`src/rtl/ssd1306_pkg.sv`:
```
// Shared SSD1306 definitions: command opcodes, addressing modes and decoder states.
// Used by both the display controller and the receiver-side mirror.
package ssd1306_pkg;

  localparam logic [7:0] CMD_DISPLAY_OFF  = 8'hAE;
  localparam logic [7:0] CMD_DISPLAY_ON   = 8'hAF;
  localparam logic [7:0] CMD_NORMAL       = 8'hA6;
  localparam logic [7:0] CMD_INVERT       = 8'hA7;
  localparam logic [7:0] CMD_SET_CONTRAST = 8'h81;
  localparam logic [7:0] CMD_ADDR_MODE    = 8'h20;
  localparam logic [7:0] CMD_COL_RANGE    = 8'h21;
  localparam logic [7:0] CMD_PAGE_RANGE   = 8'h22;
  localparam logic [7:0] CMD_MUX_RATIO    = 8'hA8;
  localparam logic [7:0] CMD_DISP_OFFSET  = 8'hD3;
  localparam logic [7:0] CMD_CLK_DIV      = 8'hD5;
  localparam logic [7:0] CMD_PRECHARGE    = 8'hD9;
  localparam logic [7:0] CMD_VCOMH        = 8'hDB;
  localparam logic [7:0] CMD_CHARGE_PUMP  = 8'h8D;

  typedef enum logic [1:0] {
    ADDR_HORIZ = 2'd0,
    ADDR_VERT  = 2'd1,
    ADDR_PAGE  = 2'd2
  } addr_mode_e;

  typedef enum logic [1:0] {
    DEC_CMD,
    DEC_ARG1,
    DEC_ARG2
  } dec_state_e;

  // Opcodes that are followed by at least one argument byte.
  function automatic logic cmd_takes_arg(input logic [7:0] op);
    case (op)
      CMD_SET_CONTRAST, CMD_ADDR_MODE, CMD_COL_RANGE, CMD_PAGE_RANGE,
      CMD_MUX_RATIO, CMD_DISP_OFFSET, CMD_CLK_DIV, CMD_PRECHARGE,
      CMD_VCOMH, CMD_CHARGE_PUMP: return 1'b1;
      default:                    return 1'b0;
    endcase
  endfunction

endpackage

```
`src/rtl/ssd1306_spi_deserializer.sv`:
```
// SPI front end: input synchronizers, sclk rising-edge detect, MSB-first shifter.
// Optional frame checker enabled by SSD_RX_PROTOCOL_CHECK_EN (adds frame_err).
module ssd1306_spi_deserializer #(
  parameter int unsigned SYNC_STAGES = 2
) (
  input  logic       clk,
  input  logic       rst_n,
  input  logic       spi_sclk,
  input  logic       spi_sdin,
  input  logic       spi_cs,
  input  logic       spi_dc,
  input  logic       spi_reset,
  output logic       soft_rst,
  output logic       byte_valid,
  output logic [7:0] byte_data,
  output logic       byte_dc
`ifdef SSD_RX_PROTOCOL_CHECK_EN
  , output logic     frame_err
`endif
);

  logic [SYNC_STAGES-1:0] sclk_sync, sdin_sync, cs_sync, dc_sync, rst_sync;
  logic       sclk_s, sdin_s, cs_s, dc_s;
  logic       sclk_prev, cs_prev, sclk_rise;
  logic [6:0] shreg;
  logic [2:0] bit_cnt;

  assign sclk_s    = sclk_sync[SYNC_STAGES-1];
  assign sdin_s    = sdin_sync[SYNC_STAGES-1];
  assign cs_s      = cs_sync[SYNC_STAGES-1];
  assign dc_s      = dc_sync[SYNC_STAGES-1];
  assign soft_rst  = ~rst_sync[SYNC_STAGES-1];
  assign sclk_rise = sclk_s & ~sclk_prev;

  // Synchronizer chains; sclk and cs reset to their idle-high level so no false edge appears.
  always_ff @(posedge clk or negedge rst_n) begin
    if (!rst_n) begin
      sclk_sync <= '1;
      cs_sync   <= '1;
      rst_sync  <= '1;
      sdin_sync <= '0;
      dc_sync   <= '0;
      sclk_prev <= 1'b1;
      cs_prev   <= 1'b1;
    end else begin
      sclk_sync <= {sclk_sync[SYNC_STAGES-2:0], spi_sclk};
      cs_sync   <= {cs_sync[SYNC_STAGES-2:0], spi_cs};
      rst_sync  <= {rst_sync[SYNC_STAGES-2:0], spi_reset};
      sdin_sync <= {sdin_sync[SYNC_STAGES-2:0], spi_sdin};
      dc_sync   <= {dc_sync[SYNC_STAGES-2:0], spi_dc};
      sclk_prev <= sclk_s;
      cs_prev   <= cs_s;
    end
  end

  // Shift on sclk rising edges while selected; register the byte on the 8th edge.
  always_ff @(posedge clk or negedge rst_n) begin
    if (!rst_n) begin
      shreg      <= '0;
      bit_cnt    <= '0;
      byte_valid <= 1'b0;
      byte_data  <= '0;
      byte_dc    <= 1'b0;
    end else if (soft_rst) begin
      shreg      <= '0;
      bit_cnt    <= '0;
      byte_valid <= 1'b0;
      byte_data  <= '0;
      byte_dc    <= 1'b0;
    end else begin
      byte_valid <= 1'b0;
      if (cs_s) begin
        bit_cnt <= '0;
      end else if (sclk_rise) begin
        shreg   <= {shreg[5:0], sdin_s};
        bit_cnt <= bit_cnt + 3'd1;
        if (bit_cnt == 3'd7) begin
          byte_data  <= {shreg, sdin_s};
          byte_dc    <= dc_s;
          byte_valid <= 1'b1;
        end
      end
    end
  end

`ifdef SSD_RX_PROTOCOL_CHECK_EN
  logic [2:0] gap_cnt;

  // Sticky framing error: partial byte at deselect, or sclk edges closer than 6 clk.
  always_ff @(posedge clk or negedge rst_n) begin
    if (!rst_n) begin
      gap_cnt   <= 3'd7;
      frame_err <= 1'b0;
    end else if (soft_rst) begin
      gap_cnt   <= 3'd7;
      frame_err <= 1'b0;
    end else begin
      if (sclk_rise) begin
        gap_cnt <= 3'd1;
        if (gap_cnt < 3'd6) frame_err <= 1'b1;
      end else if (gap_cnt != 3'd7) begin
        gap_cnt <= gap_cnt + 3'd1;
      end
      if (cs_s && !cs_prev && bit_cnt != 3'd0) frame_err <= 1'b1;
    end
  end
`endif

endmodule

```
`src/rtl/ssd1306_spi_receiver.sv`:
```
// SSD1306 SPI receiver / display model: command decoder, display state and
// framebuffer write strobes with address auto-increment.
// Optional SSD_RX_PROTOCOL_CHECK_EN adds the frame_err output.
module ssd1306_spi_receiver
  import ssd1306_pkg::*;
#(
  parameter int unsigned COLS        = 128,
  parameter int unsigned PAGES       = 8,
  parameter int unsigned SYNC_STAGES = 2
) (
  input  logic       clk,
  input  logic       rst_n,
  input  logic       spi_sclk,
  input  logic       spi_sdin,
  input  logic       spi_cs,
  input  logic       spi_dc,
  input  logic       spi_reset,
  output logic       byte_valid,
  output logic [7:0] byte_data,
  output logic       byte_dc,
  output logic       fb_we,
  output logic [9:0] fb_addr,
  output logic [7:0] fb_data,
  output logic       display_on,
  output logic [7:0] contrast,
  output logic       inverted,
  output logic [1:0] addr_mode
`ifdef SSD_RX_PROTOCOL_CHECK_EN
  , output logic     frame_err
`endif
);

  localparam logic [6:0] COL_LAST  = 7'(COLS - 1);
  localparam logic [2:0] PAGE_LAST = 3'(PAGES - 1);

  logic       soft_rst, cmd_vld, data_vld;
  dec_state_e state_q, state_d;
  logic [7:0] cmd_q;
  addr_mode_e mode_q;
  logic [6:0] col, col_start, col_end;
  logic [2:0] page, page_start, page_end;
  logic       disp_wr, inv_wr, contrast_wr, mode_wr;
  logic       col_start_wr, col_end_wr, page_start_wr, page_end_wr;

  ssd1306_spi_deserializer #(.SYNC_STAGES(SYNC_STAGES)) u_deser (
    .clk        (clk),
    .rst_n      (rst_n),
    .spi_sclk   (spi_sclk),
    .spi_sdin   (spi_sdin),
    .spi_cs     (spi_cs),
    .spi_dc     (spi_dc),
    .spi_reset  (spi_reset),
    .soft_rst   (soft_rst),
    .byte_valid (byte_valid),
    .byte_data  (byte_data),
    .byte_dc    (byte_dc)
`ifdef SSD_RX_PROTOCOL_CHECK_EN
    , .frame_err (frame_err)
`endif
  );

  assign cmd_vld   = byte_valid & ~byte_dc;
  assign data_vld  = byte_valid & byte_dc;
  assign fb_we     = data_vld;
  assign fb_addr   = {page, col};
  assign fb_data   = byte_data;
  assign addr_mode = mode_q;

  // Decoder state register and latched opcode awaiting its arguments.
  always_ff @(posedge clk or negedge rst_n) begin
    if (!rst_n) begin
      state_q <= DEC_CMD;
      cmd_q   <= '0;
    end else if (soft_rst) begin
      state_q <= DEC_CMD;
      cmd_q   <= '0;
    end else begin
      state_q <= state_d;
      if (cmd_vld && state_q == DEC_CMD) cmd_q <= byte_data;
    end
  end

  // Next-state: a data byte always abandons pending arguments.
  always_comb begin
    state_d = state_q;
    if (data_vld) begin
      state_d = DEC_CMD;
    end else if (cmd_vld) begin
      case (state_q)
        DEC_CMD:  if (cmd_takes_arg(byte_data)) state_d = DEC_ARG1;
        DEC_ARG1: state_d = (cmd_q == CMD_COL_RANGE || cmd_q == CMD_PAGE_RANGE) ? DEC_ARG2 : DEC_CMD;
        default:  state_d = DEC_CMD;
      endcase
    end
  end

  // Decoded register-write actions for the current command/argument byte.
  always_comb begin
    disp_wr       = 1'b0;
    inv_wr        = 1'b0;
    contrast_wr   = 1'b0;
    mode_wr       = 1'b0;
    col_start_wr  = 1'b0;
    col_end_wr    = 1'b0;
    page_start_wr = 1'b0;
    page_end_wr   = 1'b0;
    if (cmd_vld) begin
      case (state_q)
        DEC_CMD: begin
          disp_wr = (byte_data == CMD_DISPLAY_OFF) || (byte_data == CMD_DISPLAY_ON);
          inv_wr  = (byte_data == CMD_NORMAL) || (byte_data == CMD_INVERT);
        end
        DEC_ARG1: begin
          contrast_wr   = (cmd_q == CMD_SET_CONTRAST);
          mode_wr       = (cmd_q == CMD_ADDR_MODE) && (byte_data[1:0] != 2'd3);
          col_start_wr  = (cmd_q == CMD_COL_RANGE);
          page_start_wr = (cmd_q == CMD_PAGE_RANGE);
        end
        default: begin
          col_end_wr  = (cmd_q == CMD_COL_RANGE);
          page_end_wr = (cmd_q == CMD_PAGE_RANGE);
        end
      endcase
    end
  end

  // Display state, address windows and pointer auto-increment.
  always_ff @(posedge clk or negedge rst_n) begin
    if (!rst_n) begin
      display_on <= 1'b0;
      contrast   <= 8'h7F;
      inverted   <= 1'b0;
      mode_q     <= ADDR_PAGE;
      col_start  <= '0;
      col_end    <= COL_LAST;
      page_start <= '0;
      page_end   <= PAGE_LAST;
      col        <= '0;
      page       <= '0;
    end else if (soft_rst) begin
      display_on <= 1'b0;
      contrast   <= 8'h7F;
      inverted   <= 1'b0;
      mode_q     <= ADDR_PAGE;
      col_start  <= '0;
      col_end    <= COL_LAST;
      page_start <= '0;
      page_end   <= PAGE_LAST;
      col        <= '0;
      page       <= '0;
    end else begin
      if (disp_wr)     display_on <= byte_data[0];
      if (inv_wr)      inverted   <= byte_data[0];
      if (contrast_wr) contrast   <= byte_data;
      if (mode_wr)     mode_q     <= addr_mode_e'(byte_data[1:0]);
      if (col_end_wr)  col_end    <= byte_data[6:0];
      if (page_end_wr) page_end   <= byte_data[2:0];
      if (col_start_wr) begin
        col_start <= byte_data[6:0];
        col       <= byte_data[6:0];
      end
      if (page_start_wr) begin
        page_start <= byte_data[2:0];
        page       <= byte_data[2:0];
      end
      if (data_vld) begin
        case (mode_q)
          ADDR_HORIZ: begin
            if (col == col_end) begin
              col  <= col_start;
              page <= (page == page_end) ? page_start : page + 3'd1;
            end else begin
              col <= col + 7'd1;
            end
          end
          ADDR_VERT: begin
            if (page == page_end) begin
              page <= page_start;
              col  <= (col == col_end) ? col_start : col + 7'd1;
            end else begin
              page <= page + 3'd1;
            end
          end
          default: col <= (col == col_end) ? col_start : col + 7'd1;
        endcase
      end
    end
  end

endmodule

```
`config.mk`:
```
export PLATFORM = sky130hd
export DESIGN_NAME = ssd1306_spi_receiver
export DESIGN_NICKNAME = d
export VERILOG_FILES = /design/src/rtl/ssd1306_pkg.sv /design/src/rtl/ssd1306_spi_deserializer.sv /design/src/rtl/ssd1306_spi_receiver.sv
export SDC_FILE = /design/constraint.sdc
export NUM_CORES = 1
export LEC_CHECK = 0
export BUFFER_PORTS_ARGS = -buffer_cell sky130_fd_sc_hd__buf_2
export CAP_MARGIN = 15
export CORE_MARGIN = 4
export CORE_UTILIZATION = 40
export DETAILED_ROUTE_END_ITERATION = 10
export PLACE_DENSITY_LB_ADDON = 0.3
export SYNTH_ARGS = -nofsm -noshare
export SYNTH_HDL_FRONTEND = slang
export SYNTH_SLANG_ARGS = --single-unit
```
`constraint.sdc`:
```
create_clock -name clk -period 2.3 [get_ports clk]
set_input_delay 0.46 -clock clk [delete_from_list [all_inputs] [get_ports clk]]
set_output_delay 0.46 -clock clk [all_outputs]
set_load 0.02 [all_outputs]
```
== After elaboration in Yosys (flattened, before gate mapping) ==
Index checks and enable logic that the tools add are counted.
Storage, ports and cells
  flip-flop bits (word level): 83
  output and inout bits: 41
  memories: 0
  memory bits (read-only): 0
  input port bits: 7
  memory bits (writable): 0
  word-level logic and storage cells: 156
  bits in latches: 0
Cells by class
  add/subtract/negate cells: 3
  shift-type cells: 0
  multiply operators: 0
  mux-type cells: 74
  equal/unequal tests: 39
  div/mod/pow operators: 0
  reduce and logical (&&, ||, !) cells: 12
  order comparisons: 0
  bitwise operators: 5
Operators by type and width (count)
  8-bit == test, second input constant: 12
  7-bit 2-to-1 mux: 13
  8-bit 2-to-1 mux: 8
  8-bit by 6-bit == test with 1-bit output, second input constant: 6
  3-bit 2-to-1 mux: 12
  1-bit 2-to-1 mux: 32
  2-bit inequality test, second input constant: 13
  2-bit 2-to-1 mux: 7
  10-bit OR reduction: 1
  7-bit by 1-bit adder with 7-bit output, second input constant: 1
  7-bit == test: 1
  3-bit by 1-bit adder with 3-bit output, second input constant: 2
  3-bit one-hot mux with 2 select lines: 1
  2-bit by 1-bit == test with 1-bit output, second input constant: 2
  2-bit zero test: 2
  4-bit inequality test, second input constant: 1
  2-bit one-hot mux with 2 select lines: 1
  2-bit AND reduction: 2
  1-bit AND: 3
  3-bit == test: 1
  3-bit == test, second input constant: 1
  1-bit logical OR: 3
  3-bit by 2-bit inequality test with 1-bit output, second input constant: 1
  3-bit inequality test, second input constant: 1
  other kinds (4): 6

== Depth between registers and ports, before layout ==
Gate-level depths: netlist of run 1.
  depth in word-level cells: 11
  gate-level depth with buffers: 6
  gate-level depth less buffers: 5

== Modules after synthesis ==
Synthesis of run 1 repeated with hierarchy kept, for this count alone.
Second synthesis, totals
  cell total of the unflattened synthesis: 389
  area, all modules: 4105.2 sq um
Modules (own cells, without submodules)
  ssd1306_spi_receiver: cells an instance 298, area each 2935.3 sq um, times used 1, sequential area each 1323.8 sq um
  ssd1306_spi_deserializer: cells an instance 91, area each 1169.9 sq um, times used 1, sequential area each 784.5 sq um

== Worst setup path before layout of run 1 ==
No wires, ideal clock.
  path type: flip-flop to flip-flop
  start point: reg u_deser.byte_data[4]
  end point: reg inverted
  setup time: 0.132 ns
  data arrival time: 1.658 ns
  period minus slack after synthesis: 1.790 ns
  required time: 2.168 ns
  cell stages (with the launch flop): 6
  path slack: 0.510 ns
  path buffers: 1
  path through: dfrtp_1 clkbuf_2 or3b_2 nor4_1 mux2i_1 nor2_1
On the way
  cells in the longest elaborated chain, start to end: 5
  elaborated cells between the ends (all ways): 6
  those cells by class: eq/ne: 3; mux: 2; reduce/logical: 1
RTL lines
  start: declaration: line ssd1306_spi_deserializer.sv:15  | output logic [7:0] byte_data,
  start signal: assignment: line ssd1306_spi_deserializer.sv:78  | byte_data <= {shreg, sdin_s};
  8-bit == test: line ssd1306_spi_receiver.sv:111  | inv_wr = (byte_data == CMD_NORMAL) || (byte_data == CMD_INVERT);
  1-bit logical OR *: line ssd1306_spi_receiver.sv:111
  1-bit 2-to-1 mux *: line ssd1306_spi_receiver.sv:108  | case (state_q)
  1-bit 2-to-1 mux *: line ssd1306_spi_receiver.sv:107  | if (cmd_vld) begin
  2-bit inequality test (no line) *
  end signal: assignment: line ssd1306_spi_receiver.sv:153  | if (inv_wr) inverted <= byte_data[0];
  end: declaration: line ssd1306_spi_receiver.sv:26  | output logic inverted,
Every way passes the cells marked *; elsewhere a longest branch is shown, timed or not.
A chain may end at the register's enable or synchronous reset.

== Worst setup path after layout of run 1 ==
  start point: reg col[5]
  end point: reg col[1]
On the way
  cells in the longest elaborated chain, start to end: 6
RTL lines
  start: declaration: line ssd1306_spi_receiver.sv:40  | logic [6:0] col, col_start, col_end;
  start signal: assignment: line ssd1306_spi_receiver.sv:160  | col <= byte_data[6:0];
  start signal: assignment: line ssd1306_spi_receiver.sv:170  | col <= col_start;
  start signal: assignment: line ssd1306_spi_receiver.sv:173  | col <= col + 7'd1;
  7-bit == test *: line ssd1306_spi_receiver.sv:169, ssd1306_spi_receiver.sv:179, ssd1306_spi_receiver.sv:184
  7-bit 2-to-1 mux *: line ssd1306_spi_receiver.sv:169, ssd1306_spi_receiver.sv:179, ssd1306_spi_receiver.sv:184
  7-bit 2-to-1 mux: line ssd1306_spi_receiver.sv:177  | if (page == page_end) begin
  7-bit 2-to-1 mux *
  7-bit 2-to-1 mux *: line ssd1306_spi_receiver.sv:166  | if (data_vld) begin
  7-bit 2-to-1 mux *: line ssd1306_spi_receiver.sv:140  | end else if (soft_rst) begin
Marked as above.

==> results of run 1 <==
==> cell type report <==
cell class	instances	area [um^2]	area share (%)
multi-input cells	271	1710	37.8
inverters	6	22.5	0.498
clock buffers	10	128	2.82
repair buffers	57	325	7.19
well taps	133	166	3.68
flip-flops and latches	83	2110	46.6
clock inverters	6	66.3	1.46
==> state kept, by name, indices dropped and copies added, names as in the netlist, 3 cells and up <==
| name | count |
|---|---|
| cmd_q | 8 |
| col | 7 |
| col_end | 7 |
| col_start | 7 |
| contrast | 8 |
| page | 3 |
| page_end | 3 |
| page_start | 3 |
| u_deser.bit_cnt | 3 |
| u_deser.byte_data | 8 |
| u_deser.shreg | 7 |
==> worst max-delay path: stages, from the launching register on <==
cell and delay (ps):
dfrtp_1 470, xnor2_1 200, nand4_1 120, nand4b_1 530, mux2i_1 250, a221oi_1 340
==> metal layers <==
| layer | global-route usage, % | vias to the layer above | part of all wire, % |
|---|---|---|---|
| met5 | 0 | - | 0 |
| met1 | 22.5 | 1466 | 45 |
| met2 | 27.9 | 65 | 50 |
| met4 | 3.16 | 0 | 0.78 |
| li1 | - | 1410 | - |
| met3 | 3.94 | 11 | 4.4 |
==> worst paths after layout <==
path                                               from                             end  slack [ps]  depth (start not counted)
min in group clk                               spi_sclk  u_deser.sclk_sync[0]$_DFF_PN1_         190                          1
setup reg to reg                       col[5]$_DFF_PN0_                col[1]$_DFF_PN0_         270                          5
setup / recovery                       col[5]$_DFF_PN0_                col[1]$_DFF_PN0_         270                          5
hold / removal                                    rst_n                col[0]$_DFF_PN0_          70                          1
hold reg to reg            u_deser.dc_sync[0]$_DFF_PN0_    u_deser.dc_sync[1]$_DFF_PN0_         350                          0
max in group asynchronous                         rst_n   u_deser.rst_sync[1]$_DFF_PN1_        1570                          2
==> power breakdown <==
group | internal (mW) | leakage [nW] | total [mW] | switching [mW]
logic | 0.0168 | 0.904 | 0.0737 | 0.0570
clock network | 0.504 | 0.0889 | 1.03 | 0.529
registers | 1.48 | 1.06 | 1.48 | 0.00644
total | 2.00 | 2.06 | 2.59 | 0.592
==> placed cells by master (no fill, tap or decap), types with 4 or more instances in the layout <==
cell type,instances
a221oi_1,6
mux2i_1,34
buf_2,46
o21ai_0,9
a21oi_1,42
xnor2_1,15
buf_4,10
ha_1,4
clkbuf_8,9
dfstp_2,25
dfrtp_1,58
nor2_1,19
nand2_1,84
inv_1,5
nand3_1,7
==> cells by family after synthesis <==
logic type,Yosys count,synth area share [%]
adder cells (fa/ha/maj),4,1.24
XOR/XNOR,17,3.69
AND/OR/NAND/NOR,143,17.7
flip-flops,83,52.3
buffers and inverters,38,5.33
multiplexers,38,9.55
AO/OA/AOI/OAI,69,10.2
==> per-stage QoR <==
stage	total power [mW]	instances	setup WS [ps]	hold slack [ps]
finish	2.59	566	273	72.2
global route	2.70	566	78.8	100
CTS	2.63	566	274	90.2
detailed placement	1.59	550	296	335
global placement	1.59	550	372	333
floorplan	1.53	392	510	164
==> flow_summary_export.csv, run 1 <==
group,metric,value,unit
critical_path,end_kind,"register",
timing,finalCritPeriodShare,88.1,%
yosys,syn_area,0.00403,mm^2
flow_run,maxCapViolCount,0,
yosys,synth_cell_types,51,
floorplanning,core-area,0.00982,mm^2
critical_path,critPathKind,"reg2reg",
timing,hold_violations,0,
yosys,syn_inst,392,
global_route,grt_antenna_before_repair,0,
yosys,yosysTopAreaCell,"dfrtp_1",
clock_network,clkSinkCount,83,
clock_network,clockBufferDepth,2,
clock_network,numCtsBuffers,9,
route,drt_first_pass_iters,5,
worst_hold_path,min_path_type,"in2async",
route,wl,9060,um
timing,slew_viol_final,0,
timing,min_period,2030,ps
yosys,yosysWarningCount,0,
final_layout,fin_util,46.1,%
critical_path,cp-start-kind,"register",
yosys,ys_seq_elements,83,
clock_network,tritoncts,"built",
yosys,synth_edf_count,0,
timing,worst_clock_skew,11.3,ps
global_route,grt_pass1_wl,15700,um
clock_network,postCtsHoldBufs,0,
route,wl_per_cell,16.0,um
critical_path,cp.arrival,2270,ps
final_layout,diodes,0,
route,antenna_left,0,
floorplanning,start_util,41.1,%
global_route,grt_pass1_vias,3035,
route,drtIter0Drc,160,
status,outcome,"finished, final reports clean",
clock_network,root_buffer,"clkbuf_8",
global_route,overflow,0,
route,drcViolationCount,0,
final_layout,syn2layout_area_growth,12.2,%
global_route,track_usage,16.8,%
clock_network,clkTransAtPathRegs,80,ps
global_route,grt_max_degree,51,
critical_path,path_max_fanout,7,
yosys,syn_area_per_cell,10.3,um^2
route,vias,2952,
floorplanning,rows,36,
floorplanning,die_y,108,um
clock_network,clkLatencyLatePin,350,ps
final_layout,fillers,1000,
pwr,p_leak,2.06,nW
timing,finalSetupViolCount,0,
final_layout,layout-drive-gt1-share,26.3,%
placed_design,io_buffers,47,
placed_design,gp_congestion,0.825,
yosys,async_flop_share,100,%
timing,setup_tns,0,ps
yosys,yosys-top-cells-count,"nand2_1, dfrtp_1, a21oi_1",
placed_design,dp_hpwl,6220,um
pwr,powerDensity,572,mW/mm^2
route,viasPerCell,5.22,
timing,fmax,493,MHz
timing,tightestPinTransition,730,ps
pwr,vdd_drop_max,389,uV
timing,rsz0062_at_grt,"no",
floorplanning,die_w,108,um
placed_design,postPlaceCellArea,0.00433,mm^2
yosys,synth_top_cell_area_share,36.0,%
clock_network,post_cts_resized,0,
floorplanning,die-area,0.0118,mm^2
clock_network,cts_setup_buffers,0,
yosys,synth_seq_area_share,52.3,%
timing,relSlewSlack,51.2,%
yosys,synth_most_common_cell,"nand2_1",
final_layout,stdcell_area,0.00453,mm^2
yosys,syn_nets,403,
yosys,synth_area_leaders,"dfrtp_1, dfstp_2, mux2i_1",
yosys,synthFlopType,"dfrtp_1",
final_layout,num-nets-final,439,
floorplanning,io_pins,48,
critical_path,critPathRequiredTime,2540,ps
clock_network,ctsHtreeMaxLevel,3,
Note: power is estimated with default switching activity, not from simulation.
==> run 2: changes to the inputs <==
==> constraint.sdc (replaced) <==
create_clock -name clk -period 2.3 [get_ports clk]
set_input_delay 0.23 -clock clk [delete_from_list [all_inputs] [get_ports clk]]
set_output_delay 0.23 -clock clk [all_outputs]
set_load 0.02 [all_outputs]
==> run 2 against run 1 <==
Flip-flop and latch count is the same; register-to-register slack improved by 99 ps; final cell count is 1.1% higher; clock power increased by 7%; die area unchanged; first-iteration DRC count down 10%; worst setup slack improved by 99 ps; cell area rose by 1.7%; combinational power is 9.9% higher; global-route usage is 0.23 points lower; critical path type unchanged; largest cell class unchanged; highest routed layer unchanged.
==> flow_summary_export.csv, run 2 (synthesis gave the netlist of run 1 again) <==
group,metric,value,unit
pwr,p_sw_share,22.6,%
final_layout,diodes,0,
critical_path,cp-start-kind,"register",
clock_network,numCtsBuffers,9,
critical_path,cp.arrival,2150,ps
global_route,grt_antenna_before_repair,0,
critical_path,path_cells,"or4b_4 > nor4_1 > mux2i_1 > nor2_1",
critical_path,critPathRequiredTime,2520,ps
pwr,powerDensity,579,mW/mm^2
final_layout,syn2layout_area_growth,14.1,%
final_layout,stdcell_area,0.00460,mm^2
floorplanning,start_util,41.1,%
final_layout,reg_top3,"cmd_q: 8 flops, contrast: 8 flops, u_deser.byte_data: 8 flops",
critical_path,path_max_fanout,11,
critical_path,worstSetupPathDepth,4,
timing,slew_viol_final,0,
timing,rsz0062_at_grt,"no",
worst_hold_path,min_path_type,"in2async",
clock_network,clockBufferDepth,2,
route,drtIter0Drc,144,
final_layout,num-nets-final,445,
floorplanning,io_pins,48,
global_route,grt_max_degree,57,
final_layout,most-common-layout-cells,"nand2_1, dfrtp_1, buf_2",
global_route,grt_pass1_wl,15300,um
timing,relSlewSlack,47.9,%
final_layout,final_common_cell,"nand2_1",
critical_path,end_kind,"register",
pwr,combPwrFrac,3.0,%
final_layout,fin_util,46.9,%
pwr,p_int,2.06,mW
critical_path,worstReg2RegEnd,"inverted$_DFFE_PN0P_",
clock_network,clkTransAtPathRegs,90,ps
floorplanning,core-area,0.00982,mm^2
global_route,grt_pass1_vias,2911,
critical_path,critPathKind,"reg2reg",
route,wl_per_cell,15.6,um
floorplanning,die_w,108,um
clock_network,tritoncts,"built",
floorplanning,rows,36,
timing,worst_clock_skew,13.8,ps
critical_path,crit_slowest_cell,"or4b_4",
floorplanning,die_y,108,um
clock_network,root_buffer,"clkbuf_8",
placed_design,io_buffers,47,
timing,setup_tns,0,ps
critical_path,cp-startpoint,"u_deser.byte_dc$_DFFE_PN0P_",
route,vias,2930,
critical_path,rr_startpoint,"u_deser.byte_dc$_DFFE_PN0P_",
critical_path,cpPeakStageDelay,670,ps
final_layout,layout-drive-gt1-share,26.2,%
flow_run,maxCapViolCount,0,
pwr,pwr-share-seq,55.6,%
critical_path,path_delay_family,"simple AND/OR/NAND/NOR gates",
pwr,p_clk_share,41.4,%
timing,holdWs,342,ps
timing,tightestPinTransition,780,ps
global_route,overflow,0,
pwr,p_leak,2.10,nW
route,viasPerCell,5.12,
timing,min_period,1930,ps
pwr,vdd_drop_max,380,uV
timing,hold_violations,0,
route,drt_first_pass_iters,4,
critical_path,crit_end,"inverted$_DFFE_PN0P_",
timing,finalCritPeriodShare,83.8,%
placed_design,dp_hpwl,6040,um
route,antenna_left,0,
placed_design,postPlaceCellArea,0.00433,mm^2
critical_path,rr_worst_depth,4,
route,drcViolationCount,0,
placed_design,gp_congestion,0.773,
pwr,switchingPower,604,uW
timing,fmax,519,MHz
clock_network,clkSinkCount,83,
status,outcome,"finished, final reports clean",
floorplanning,die-area,0.0118,mm^2
global_route,track_usage,16.5,%
route,wl,8940,um
critical_path,r2r_slack,370,ps
clock_network,clkLatencyLatePin,350,ps
clock_network,ctsHtreeMaxLevel,3,
timing,finalSetupViolCount,0,
critical_path,path_buf_inv,0,
[run 2: cell types whose count changed in the layout (fill, tap and decap cells not counted)]
cell,delta
clkinv_4,+1
dlygate4sd3_1,+6
clkbuf_8,+2
clkbuf_1,-1
clkinvlp_4,-2
[run 2: stage by stage]
step / setup slack (ps) / total power, mW / cells
after global routing: 191 / 2.77 / 572
after global placement: 369 / 1.58 / 550
after detailed placement: 390 / 1.59 / 550
final: 372 / 2.67 / 572
after floorplan: 510 / 1.53 / 392
after CTS: 367 / 2.70 / 572
[run 2: routing by layer]
metal | global-route usage, % | vias up | wire length, um
li1 | - | 1421 | -
met1 | 22.7 | 1425 | 4250
met2 | 26.7 | 72 | 4250
met3 | 3.58 | 12 | 333
met4 | 3.97 | 0 | 104
met5 | 0 | - | 0
[run 2: power groups by stage]
stage                     Clock [mW]  Combinational, mW  Sequential, mW
final                           1.10             0.0810            1.48
after global routing            1.19             0.0935            1.48
after CTS                       1.13             0.0845            1.48
after detailed placement           0             0.0760            1.51
after global placement             0             0.0751            1.51
after floorplan                    0             0.0274            1.51
[run 2: layout make-up]
class | count | area [um^2]
well taps | 133 | 166
inverters | 6 | 22.5
flip-flops and latches | 83 | 2110
clock buffers | 11 | 151
fillers | 971 | 5220
clock inverters | 5 | 60.1
multi-input cells | 271 | 1710
repair buffers | 63 | 385
[run 2: what timing repair did]
action | 4_1_cts | 5_1_grt
gates resized for setup | 0 | 0
hold endpoints to repair | 24 | 0
hold buffers | 6 | 0
buffers inserted | 0 | 0
[run 2: worst min path at each step]
| stage | endpoint | slack [ps] | cells after the start |
|---|---|---|---|
| after floorplan | addr_mode[0]$_DFFE_PN0P_ | -70 | 0 |
| after global placement | col[2]$_DFF_PN0_ | 180 | 1 |
| after detailed placement | col[1]$_DFF_PN0_ | 180 | 1 |
| after CTS | col[1]$_DFF_PN0_ | 350 | 2 |
| after global routing | u_deser.sdin_sync[1]$_DFF_PN0_ | 360 | 0 |
| final | col[2]$_DFF_PN0_ | 340 | 2 |
==> run 3: changes to the inputs <==
- clock period: 2.3 -> 1.9 ns (I/O delays scaled with it)
==> run 3 against run 2 <==
Non-clock buffer count is 19 higher; cell area is 3.0% higher; largest power group unchanged; die area stayed put; critical path depth is 2 higher; flip-flop and latch count stayed put; highest routed layer unchanged; critical endpoint is now state_q[0]$_DFFE_PN0P_; via count is 2.2% higher; register-to-register slack worse by 270 ps.
==> flow_summary_export.csv, run 3 (synthesis gave the netlist of run 1 again) <==
group,metric,value,unit
status,outcome,"finished, final reports clean",
route,vias,2994,
timing,relSlewSlack,64.8,%
route,drt_first_pass_iters,4,
floorplanning,die_y,108,um
floorplanning,die_w,108,um
timing,hold_violations,0,
final_layout,diodes,0,
critical_path,end_kind,"register",
timing,holdWs,299,ps
placed_design,postPlaceCellArea,0.00448,mm^2
final_layout,fillers,960,
flow_run,maxCapViolCount,0,
route,wl_per_cell,15.2,um
critical_path,critPathKind,"reg2reg",
route,drtIter0Drc,125,
final_layout,syn2layout_area_growth,17.6,%
critical_path,rr_worst_depth,6,
placed_design,io_buffers,47,
timing,worst_clock_skew,12.3,ps
final_layout,final_cells,591,
critical_path,cp-start-kind,"register",
final_layout,stdcell_area,0.00474,mm^2
clock_network,clkLatencyLatePin,350,ps
critical_path,rr_startpoint,"u_deser.byte_data[6]$_DFFE_PN0P_",
critical_path,path_max_fanout,6,
final_layout,num-nets-final,464,
clock_network,root_buffer,"clkbuf_8",
global_route,grt_max_degree,56,
floorplanning,die-area,0.0118,mm^2
clock_network,cts_setup_buffers,0,
route,antenna_left,0,
timing,fin_ws,98.8,ps
clock_network,tritoncts,"built",
clock_network,clkSinkCount,83,
global_route,grt_pass1_vias,2914,
timing,tightestPinTransition,529,ps
pwr,p_leak,2.17,nW
pwr,vdd_drop_max,483,uV
global_route,grt_antenna_before_repair,0,
timing,setup_tns,0,ps
timing,slew_viol_final,0,
floorplanning,core-area,0.00982,mm^2
final_layout,final_common_cell,"nand2_1",
critical_path,critPathRequiredTime,2150,ps
clock_network,ctsHtreeMaxLevel,3,
final_layout,reg_top3,"cmd_q: 8 flops, contrast: 8 flops, u_deser.byte_data: 8 flops",
critical_path,worstReg2RegEnd,"state_q[0]$_DFFE_PN0P_",
floorplanning,io_pins,48,
worst_hold_path,min_path_type,"in2async",
pwr,p_total,3.08,mW
placed_design,post-place-cells,569,
timing,finalSetupViolCount,0,
global_route,track_usage,16.5,%
clock_network,clockBufferDepth,2,
route,wl,8990,um
placed_design,gp_congestion,0.791,
placed_design,dp_slack,49.3,ps
timing,fmax,555,MHz
clock_network,clkTransAtPathRegs,90,ps
timing,min_period,1800,ps
placed_design,dp_hpwl,6220,um
floorplanning,rows,36,
final_layout,most-common-layout-cells,"nand2_1, dfrtp_1, buf_2",
timing,finalCritPeriodShare,94.8,%
pwr,powerDensity,649,mW/mm^2
final_layout,fin_util,48.3,%
final_layout,layout-drive-gt1-share,30.1,%
critical_path,r2r_slack,100,ps
route,drcViolationCount,0,
clock_network,numCtsBuffers,9,
floorplanning,start_util,41.1,%
global_route,overflow,0,
timing,rsz0062_at_grt,"no",
route,viasPerCell,5.07,
global_route,grt_pass1_wl,15200,um
critical_path,cp.arrival,2050,ps
run 3: critical path, cell delays in order (launching register included):
cell and delay, ps:
dfrtp_1 440, buf_4 200, nor3_2 140, or4b_1 450, a21oi_1 150, a2111oi_1 90, o31ai_1 240
run 3: timing repair:
item / 4_1_cts / 5_1_grt
hold buffers: 6 / 0
resized for setup: 0 / 5
endpoints found under the hold margin: 22 / 0
endpoints found under the setup margin: 0 / 12
run 3: area by class of cell:
type / count / area, um^2 / share of cell area [%]
sequential: 83 / 2110 / 44.5
tap: 133 / 166 / 3.51
timing repair buffer: 82 / 528 / 11.1
clock buffer: 10 / 138 / 2.90
clock inverter: 6 / 47.5 / 1.00
inverter: 6 / 22.5 / 0.475
multi-input combinational: 271 / 1730 / 36.5
run 3: worst max path at each step:
stage	startpoint	slack, ps	endpoint	depth (start not counted)
after floorplan	u_deser.byte_data[4]$_DFFE_PN0P_	110	inverted$_DFFE_PN0P_	5
after global placement	u_deser.byte_dc$_DFFE_PN0P_	80	inverted$_DFFE_PN0P_	4
after detailed placement	u_deser.byte_dc$_DFFE_PN0P_	50	inverted$_DFFE_PN0P_	4
after CTS	u_deser.byte_dc$_DFFE_PN0P_	20	inverted$_DFFE_PN0P_	4
after global routing	cmd_q[1]$_DFFE_PN0P_	10	col_end[4]$_DFFE_PN1P_	6
final	u_deser.byte_data[6]$_DFFE_PN0P_	100	state_q[0]$_DFFE_PN0P_	6
run 3: report_power, final:
group          internal [mW]  total (mW)  switching, mW
Combinational         0.0284      0.0982         0.0698
Sequential              1.79        1.79        0.00748
Clock                  0.519        1.19          0.668
Total                   2.33        3.08          0.745
run 3: routing by layer:
layer | routed length [um] | global-route usage, % | up-vias
li1 | - | - | 1464
met1 | 3970 | 22.6 | 1464
met2 | 4540 | 26.8 | 64
met3 | 438 | 2.93 | 2
met4 | 41 | 4.87 | 0
met5 | 0 | 0 | -
